$ cat config.mk
export PLATFORM = sky130hd
export DESIGN_NAME = boot_mem_responder
export DESIGN_NICKNAME = d
export VERILOG_FILES = /design/src/rtl/boot_mem_responder.sv
export SDC_FILE = /design/constraint.sdc
export NUM_CORES = 2
export LEC_CHECK = 0
export CAP_MARGIN = 5
export CORE_ASPECT_RATIO = 0.9
export CORE_MARGIN = 3
export CORE_UTILIZATION = 34
export DETAILED_ROUTE_END_ITERATION = 16
export GPL_ROUTABILITY_DRIVEN = 0
export PLACE_DENSITY = 0.5
export RECOVER_POWER = 25
export SYNTH_ARGS = -nofsm -noshare
export SYNTH_HDL_FRONTEND = slang
export SYNTH_SLANG_ARGS = --single-unit
export TNS_END_PERCENT = 50
$ cat constraint.sdc
create_clock -name i_clk -period 5.9 [get_ports i_clk]
set_input_delay 1.18 -clock i_clk [delete_from_list [all_inputs] [get_ports i_clk]]
set_output_delay 1.18 -clock i_clk [all_outputs]
set_load 0.05 [all_outputs]
$ cat src/rtl/boot_mem_responder.sv
// Memory-side responder for the 8-bit CPU bus.
// Owns a 2^AW x DW single-port RAM with a one-cycle registered read. After reset it holds the
// CPU while a host streams a program image into RAM from address 0, then releases the CPU.
module boot_mem_responder #(
  parameter int unsigned AW = 8,
  parameter int unsigned DW = 8
) (
  input  logic          i_clk,
  input  logic          i_rst_n,
  // CPU side
  input  logic          i_csel,
  input  logic          i_read_enable,
  input  logic [AW-1:0] i_addr,
  input  logic [DW-1:0] i_write_data,
  output logic [DW-1:0] o_dataout,
  // Program-load side
  input  logic          i_load_valid,
  input  logic [DW-1:0] i_load_data,
  input  logic          i_load_last,
  output logic          o_load_ready,
  input  logic          i_load_req,
  output logic          o_cpu_hold,
  output logic [AW-1:0] o_load_ptr,
  output logic          o_access_err
);

  typedef enum logic {StLoad, StRun} state_e;

  state_e        r_state;
  logic [AW-1:0] r_load_ptr;
  logic [DW-1:0] r_dataout;
  logic          r_access_err;
  logic [DW-1:0] r_mem [0:(1<<AW)-1];

  logic w_in_load;
  logic w_load_fire;
  logic w_cpu_wr;
  logic w_cpu_rd;
  logic w_ptr_at_end;

  assign w_in_load    = (r_state == StLoad);
  assign w_load_fire  = w_in_load && i_load_valid;
  assign w_cpu_wr     = !w_in_load && i_csel && !i_read_enable;
  assign w_cpu_rd     = !w_in_load && i_csel && i_read_enable;
  assign w_ptr_at_end = (r_load_ptr == {AW{1'b1}});

  // RAM write port: loader owns it in LOAD, CPU in RUN. Contents are never reset.
  always_ff @(posedge i_clk) begin
    if (w_load_fire) begin
      r_mem[r_load_ptr] <= i_load_data;
    end else if (w_cpu_wr) begin
      r_mem[i_addr] <= i_write_data;
    end
  end

  // LOAD/RUN control, load pointer, registered read data and sticky access error.
  always_ff @(posedge i_clk or negedge i_rst_n) begin
    if (!i_rst_n) begin
      r_state      <= StLoad;
      r_load_ptr   <= '0;
      r_dataout    <= '0;
      r_access_err <= 1'b0;
    end else begin
      unique case (r_state)
        StLoad: begin
          // CPU accesses are dropped while loading, but flagged.
          if (i_csel) begin
            r_access_err <= 1'b1;
          end
          if (w_load_fire) begin
            r_load_ptr <= r_load_ptr + AW'(1);
            // Leave on an explicit last byte or once the whole RAM is filled.
            if (i_load_last || w_ptr_at_end) begin
              r_state <= StRun;
            end
          end
        end
        StRun: begin
          if (w_cpu_rd) begin
            r_dataout <= r_mem[i_addr];
          end
          // A CPU access in the same cycle still completes above.
          if (i_load_req) begin
            r_state    <= StLoad;
            r_load_ptr <= '0;
          end
        end
        default: r_state <= StLoad;
      endcase
    end
  end

  assign o_load_ready = w_in_load;
  assign o_cpu_hold   = w_in_load;
  assign o_load_ptr   = r_load_ptr;
  assign o_dataout    = r_dataout;
  assign o_access_err = r_access_err;

endmodule

Word-level counts from Yosys, hierarchy flattened

Memories as Yosys holds them, arrays and structs flattened. A register that Yosys moved wholly into a read port is not among the register bits.
Cells that the tools add are included.

Add/subtract/negate cells: 1
Equality and inequality tests: 3
Mux-type cells: 15
Bitwise operators: 1
Reduce and logical (&&, ||, !) cells: 11

Operators by type and width:

| cell                                                  | count |
|---|---|
| two-way mux 8 bit                                     | 4 |
| case mux 8 bit (2 select lines)                       | 1 |
| two-way mux 1 bit                                     | 9 |
| adder 8 x 1 -> 8 bit, second input constant           | 1 |
| equality test 8 bit, second input constant            | 1 |
| OR reduction 8 bit                                    | 1 |
| AND reduction 2 bit                                   | 3 |
| logical AND 1 bit                                     | 4 |
| zero test 1 bit                                       | 2 |
| inequality test 2 x 1 -> 1 bit, second input constant | 1 |
| inequality test 2 bit, second input constant          | 1 |
| case mux 1 bit (2 select lines)                       | 1 |
| logical OR 1 bit                                      | 1 |
| inverter 1 bit                                        | 1 |

Flip-flop bits (word level): 10
Memory bits (writable): 2,048
Input bits: 31
Output and inout port bits: 19
Logic and storage cells: 35
Memories: 1

Memory list:

| name  | depth | width | rd ports | clocked after Yosys merged registers in | wr ports | RTL line | source |
|---|---|---|---|---|---|---|---|
| r_mem | 256   | 8     | 1        | 1                                       | 1        | 33       | `logic [DW-1:0] r_mem [0:(1<<AW)-1];` |

Depth between registers and ports, before layout

Depth in word-level cells: 7
Gate-level depth with buffers: 12
Depth with buffers taken out: 6

Worst setup path before layout

Ideal clock, no wire load.

Kind: in2reg
Start point: input port i_csel
End point: memory r_mem[0][0] (data pin)
Setup time: 0.823 ns
Arrival: 4.917 ns
Required time: 5.077 ns
Slack: 0.160 ns
Cell stages on the path: 5
Path buffers: 1
Cells stage by stage: nand2_1 -> nor2_1 -> clkbuf_1 -> nand2_1 -> nand2_1

Word-level cells in the longest chain between the ends: 7

RTL lines:

| element                                 | RTL line | source |
|---|---|---|
| from (decl)                             | 11       | `input logic i_csel,` |
| logical AND 1 bit (2 in series)         | 43       | `assign w_cpu_wr = !w_in_load && i_csel && !i_read_enable;` |
| two-way mux 1 bit                       | 51       | `end else if (w_cpu_wr) begin` |
| two-way mux 1 bit                       | 49       | `if (w_load_fire) begin` |
| two-way mux 1 bit (not written as such) | 52       | `r_mem[i_addr] <= i_write_data;` |
| OR reduction 8 bit (no source line)     | -        |  |
| two-way mux 8 bit (no source line)      | -        |  |
| to (decl)                               | 33       |  |

No other way between the ends.

Worst setup path in the final report

Start point: input port i_read_enable
End point: memory r_mem[26][2], enable pin

Word-level cells in the longest chain between the ends: 7
Elaborated cells on any way between the ends: 8
Classes of those cells: mux (5); reduce/logical (3)

RTL lines:

| element                                                                        | RTL line | source |
|---|---|---|
| from (decl)                                                                    | 12       | `input logic i_read_enable,` |
| zero test 1 bit *                                                              | 43       |  |
| logical AND 1 bit *                                                            | 43       |  |
| two-way mux 1 bit *                                                            | 51       |  |
| two-way mux 1 bit *                                                            | 49       |  |
| two-way mux 1 bit (not written as such) *                                      | 52       |  |
| OR reduction 8 bit (no source line)                                            | -        |  |
| two-way mux 8 bit (no source line) / two-way mux 1 bit (equally long branches) | -        |  |

Mark *: on every way between the ends. The rest lies on a longest branch, timed or not.

==> flow_metrics.env <==
export IMPL_synth_compound_area_frac=0.0350
export IMPL_initial_core_util=0.344
export IMPL_ant_nets=0
export IMPL_wire_per_inst_um=31.2
export IMPL_status="complete, but fails checks"
export IMPL_grt_max_degree=123
export IMPL_synth_area_leaders="edfxtp_1 76%, mux4_2 12%, a22oi_1 1.5%"
export IMPL_crit_buf_inv=3
export IMPL_synth_simple_area_share=0.0305
export IMPL_reg2reg_setup_slack_ns=1.02
export IMPL_hp_class="register to register"
export IMPL_cts_num_sinks=2066
export IMPL_worstSetupStartpointType="input pin"
export IMPL_synth_most_common_cell="edfxtp_1"
export IMPL_clk_latency_ns=0.84
export IMPL_drv_cap=14
export IMPL_die_h_um=468
export IMPL_rows=168
export IMPL_via_per_inst=5.48
export IMPL_yosys_area_top_type="edfxtp_1"
export IMPL_clockBufferDepth=3
export IMPL_drcViolationCount=0
export IMPL_nets=4120
export IMPL_ys_ff_latch=2066
export IMPL_die_w_um=519
export IMPL_violations="capacitance limit, slew limit"
export IMPL_slowest_delay_ns=1.67
export IMPL_synthAdderAreaFrac=0.000156
export IMPL_drive_gt1_frac=0.228
export IMPL_period_needed_ns=5.33
export IMPL_synthMuxAreaShare=0.145
export IMPL_drt_total_wl_mm=231
export IMPL_arrival_ns=5.70
export IMPL_min_to="o_access_err$_DFFE_PN0P_"
export IMPL_ys_warn_count=0
export IMPL_rr_worst_depth=7
export IMPL_fp_coreArea_um2=234000
export IMPL_synth_net_count=3913
export IMPL_synthXorXnorAreaFrac=0.000762
export IMPL_critPathKind="input pin to register"
export IMPL_p_leak_uw=0.0280
export IMPL_regToRegEndpoint="r_mem[71][2]$_DFFE_PP_"
export IMPL_power_density_nw_per_um2=342
export IMPL_synth_cell_type_count=65
export IMPL_area_growth_pct=14.0
export IMPL_cpLargestDelayFamily="buffers and inverters"
export IMPL_drv_slew=632
export IMPL_setup_viol=0
export IMPL_final_setup_skew_ns=0.0586
export IMPL_worst_slew_pin_slew_ns=2.36
export IMPL_crit_fanout=33
export IMPL_synth_area_um2=80500
export IMPL_cts_tree="yes"
export IMPL_vdd_drop_max_v=0.000302
export IMPL_cts_setup_buffers=0
export IMPL_synthCells=3881
export IMPL_io_pins=50
export IMPL_port_buffers=49
export IMPL_ctsResizeCount=0
export IMPL_first_iter_violations=4483
export IMPL_grt_pass1_vias=40500
export IMPL_slowest_stage="clkbuf_1"
export IMPL_worstPathRequired_ns=6.27
export IMPL_min_from="o_access_err$_DFFE_PN0P_"
export IMPL_htree_levels=4
export IMPL_place_area_um2=85400
export IMPL_whs_path_depth=1
export IMPL_clock_fmax_ghz=0.188
export IMPL_endpoint_kind="register"
export IMPL_period_share=0.903
export IMPL_relSlewSlack=-0.575
export IMPL_grt_usage=0.188
export IMPL_vias=40500
export IMPL_holdBufCountCts=0
export IMPL_antenna_found_initial=17
export IMPL_synth_edf_count=2048
export IMPL_fin_area_um2=91700
export IMPL_grt_pass1_wl_mm=325
export IMPL_hold_violations=0
export IMPL_synthTopCellsByCount="2048 x edfxtp_1, 430 x mux4_2, 268 x nor2_1"
export IMPL_synth_top_family_by_area="multiplexers"
export IMPL_async_flop_share=0.00871
export IMPL_syn_avg_cell_area_um2=20.7
export IMPL_cts_buffers_inserted=203
export IMPL_hpwl_mm=144
export IMPL_dieArea_um2=243000
export IMPL_cp_cell_sequence="dlygate4sd3_1 -> nand3b_1 -> buf_4 -> nand2_1 -> nand3_1 -> clkbuf_1 -> nor2_1"
export IMPL_finalSetupTns_ns=0
export IMPL_dr_pass1_iters=5
export IMPL_cts_root_buf="clkbuf_16"
export IMPL_synth_yosys_seq_area_share=0.770
export IMPL_gr_total_overflow=0
export IMPL_rr_startpoint="r_state$_DFF_PN0_"
export IMPL_cts_clk_slew_worst_paths_ns=0.06
export IMPL_synthFlopType="edfxtp_1"
export IMPL_rsz0062_at_grt="false"
export IMPL_crit_path_start="i_read_enable"
export IMPL_synth_top_area_frac=0.764
==> layer usage <==
metal	part of all wire	track usage	vias to the layer above
met5	0	0	-
met3	0.073	0.0372	295
li1	-	-	16600
met1	0.44	0.274	22000
met2	0.46	0.290	1545
met4	0.023	0.0441	0
==> power breakdown <==
group | internal [µW] | total [µW] | switching [µW] | leakage, µW
registers | 16400 | 16400 | 88.2 | 0.0187
logic | 616 | 2160 | 1540 | 0.00615
clock network | 7190 | 12700 | 5550 | 0.00316
total | 24200 | 31300 | 7180 | 0.0280
==> through the flow <==
stage | hold slack [ns] | util | power (µW) | setup WS, ns | std cells
final | 0.457 | 0.392 | 31300 | 0.574 | 7400
after global routing | 0.493 | 0.392 | 32300 | 0.612 | 7398
after CTS | 0.467 | 0.392 | 31600 | 1.30 | 7394
after detailed placement | 0.453 | 0.365 | 19000 | 0.388 | 7025
after global placement | 0.442 | 0.365 | 18900 | 0.494 | 7025
after floorplan | 0.737 | - | 18000 | 0.160 | 3881
==> layout by cell type, fill, tap and decap left out, types with 6 or more instances in the layout <==
master,synthesis,layout
mux4_1,13,13
xor2_1,6,6
mux2_2,58,58
clkinv_2,0,33
clkbuf_16,0,206
a22oi_1,162,162
nand3_1,54,44
nand4_1,26,26
nand2_1,153,147
edfxtp_1,2048,2048
o2111ai_1,7,7
o211ai_1,24,24
nor3_1,13,12
nor2_1,268,267
bufinv_16,0,17
dfrtp_1,18,18
o221ai_1,34,34
nand3_2,0,10
or4_1,7,7
a211oi_1,16,16
mux2i_1,101,101
clkinv_1,2,58
a31oi_1,6,6
clkbuf_2,0,7
nand3b_1,10,10
mux4_2,430,430
clkdlybuf4s50_1,0,31
clkbuf_1,100,62
buf_12,11,28
dlygate4sd3_1,0,14
and3_1,10,10
buf_4,26,133
o22ai_1,46,46
o21ai_0,27,28
a21oi_1,40,40
==> worst register-to-register path, stage by stage, from the launching register on <==
cell      delay, ns
dfrtp_1        0.84
nand3b_1       0.20
buf_4          0.29
nand3b_1       0.13
o21ai_0        0.38
nand3_1        0.18
clkbuf_1       1.68
nor2_1         0.72
==> kinds of logic after synthesis <==
kind of cell,after synthesis
AO/OA/AOI/OAI,394
XOR/XNOR,7
adder cells (fa/ha/maj),1
buffers and inverters,244
flip-flops,2066
multiplexers,602
AND/OR/NAND/NOR,567
==> final cells by class <==
class | count | area, µm²
inverters | 5 | 18.8
fillers | 21100 | 142000
multi-input cells | 1571 | 17200
well taps | 3145 | 3940
clock inverters | 120 | 1100
clock buffers | 249 | 5370
flip-flops and latches | 2066 | 61900
repair buffers | 241 | 2180
diodes | 3 | 7.51
==> worst max path at each step <==
stage	slack, ns	cells after the start	endpoint
floorplan	0.16	5	r_mem[0][0]$_DFFE_PP_
global placement	0.49	9	o_dataout[7]$_DFFE_PN0P_
global route	0.61	7	r_mem[103][4]$_DFFE_PP_
CTS	1.30	9	o_dataout[7]$_DFFE_PN0P_
detailed placement	0.39	9	o_dataout[7]$_DFFE_PN0P_
finish	0.57	7	r_mem[26][2]$_DFFE_PP_
==> registers in the layout, indices dropped and copies added (netlist names) <==
| signal | count |
|---|---|
| r_mem | 2048 |
| o_dataout | 8 |
| o_load_ptr | 8 |
| o_access_err | 1 |
| r_state | 1 |
Note: power is estimated with default switching activity, not from simulation.
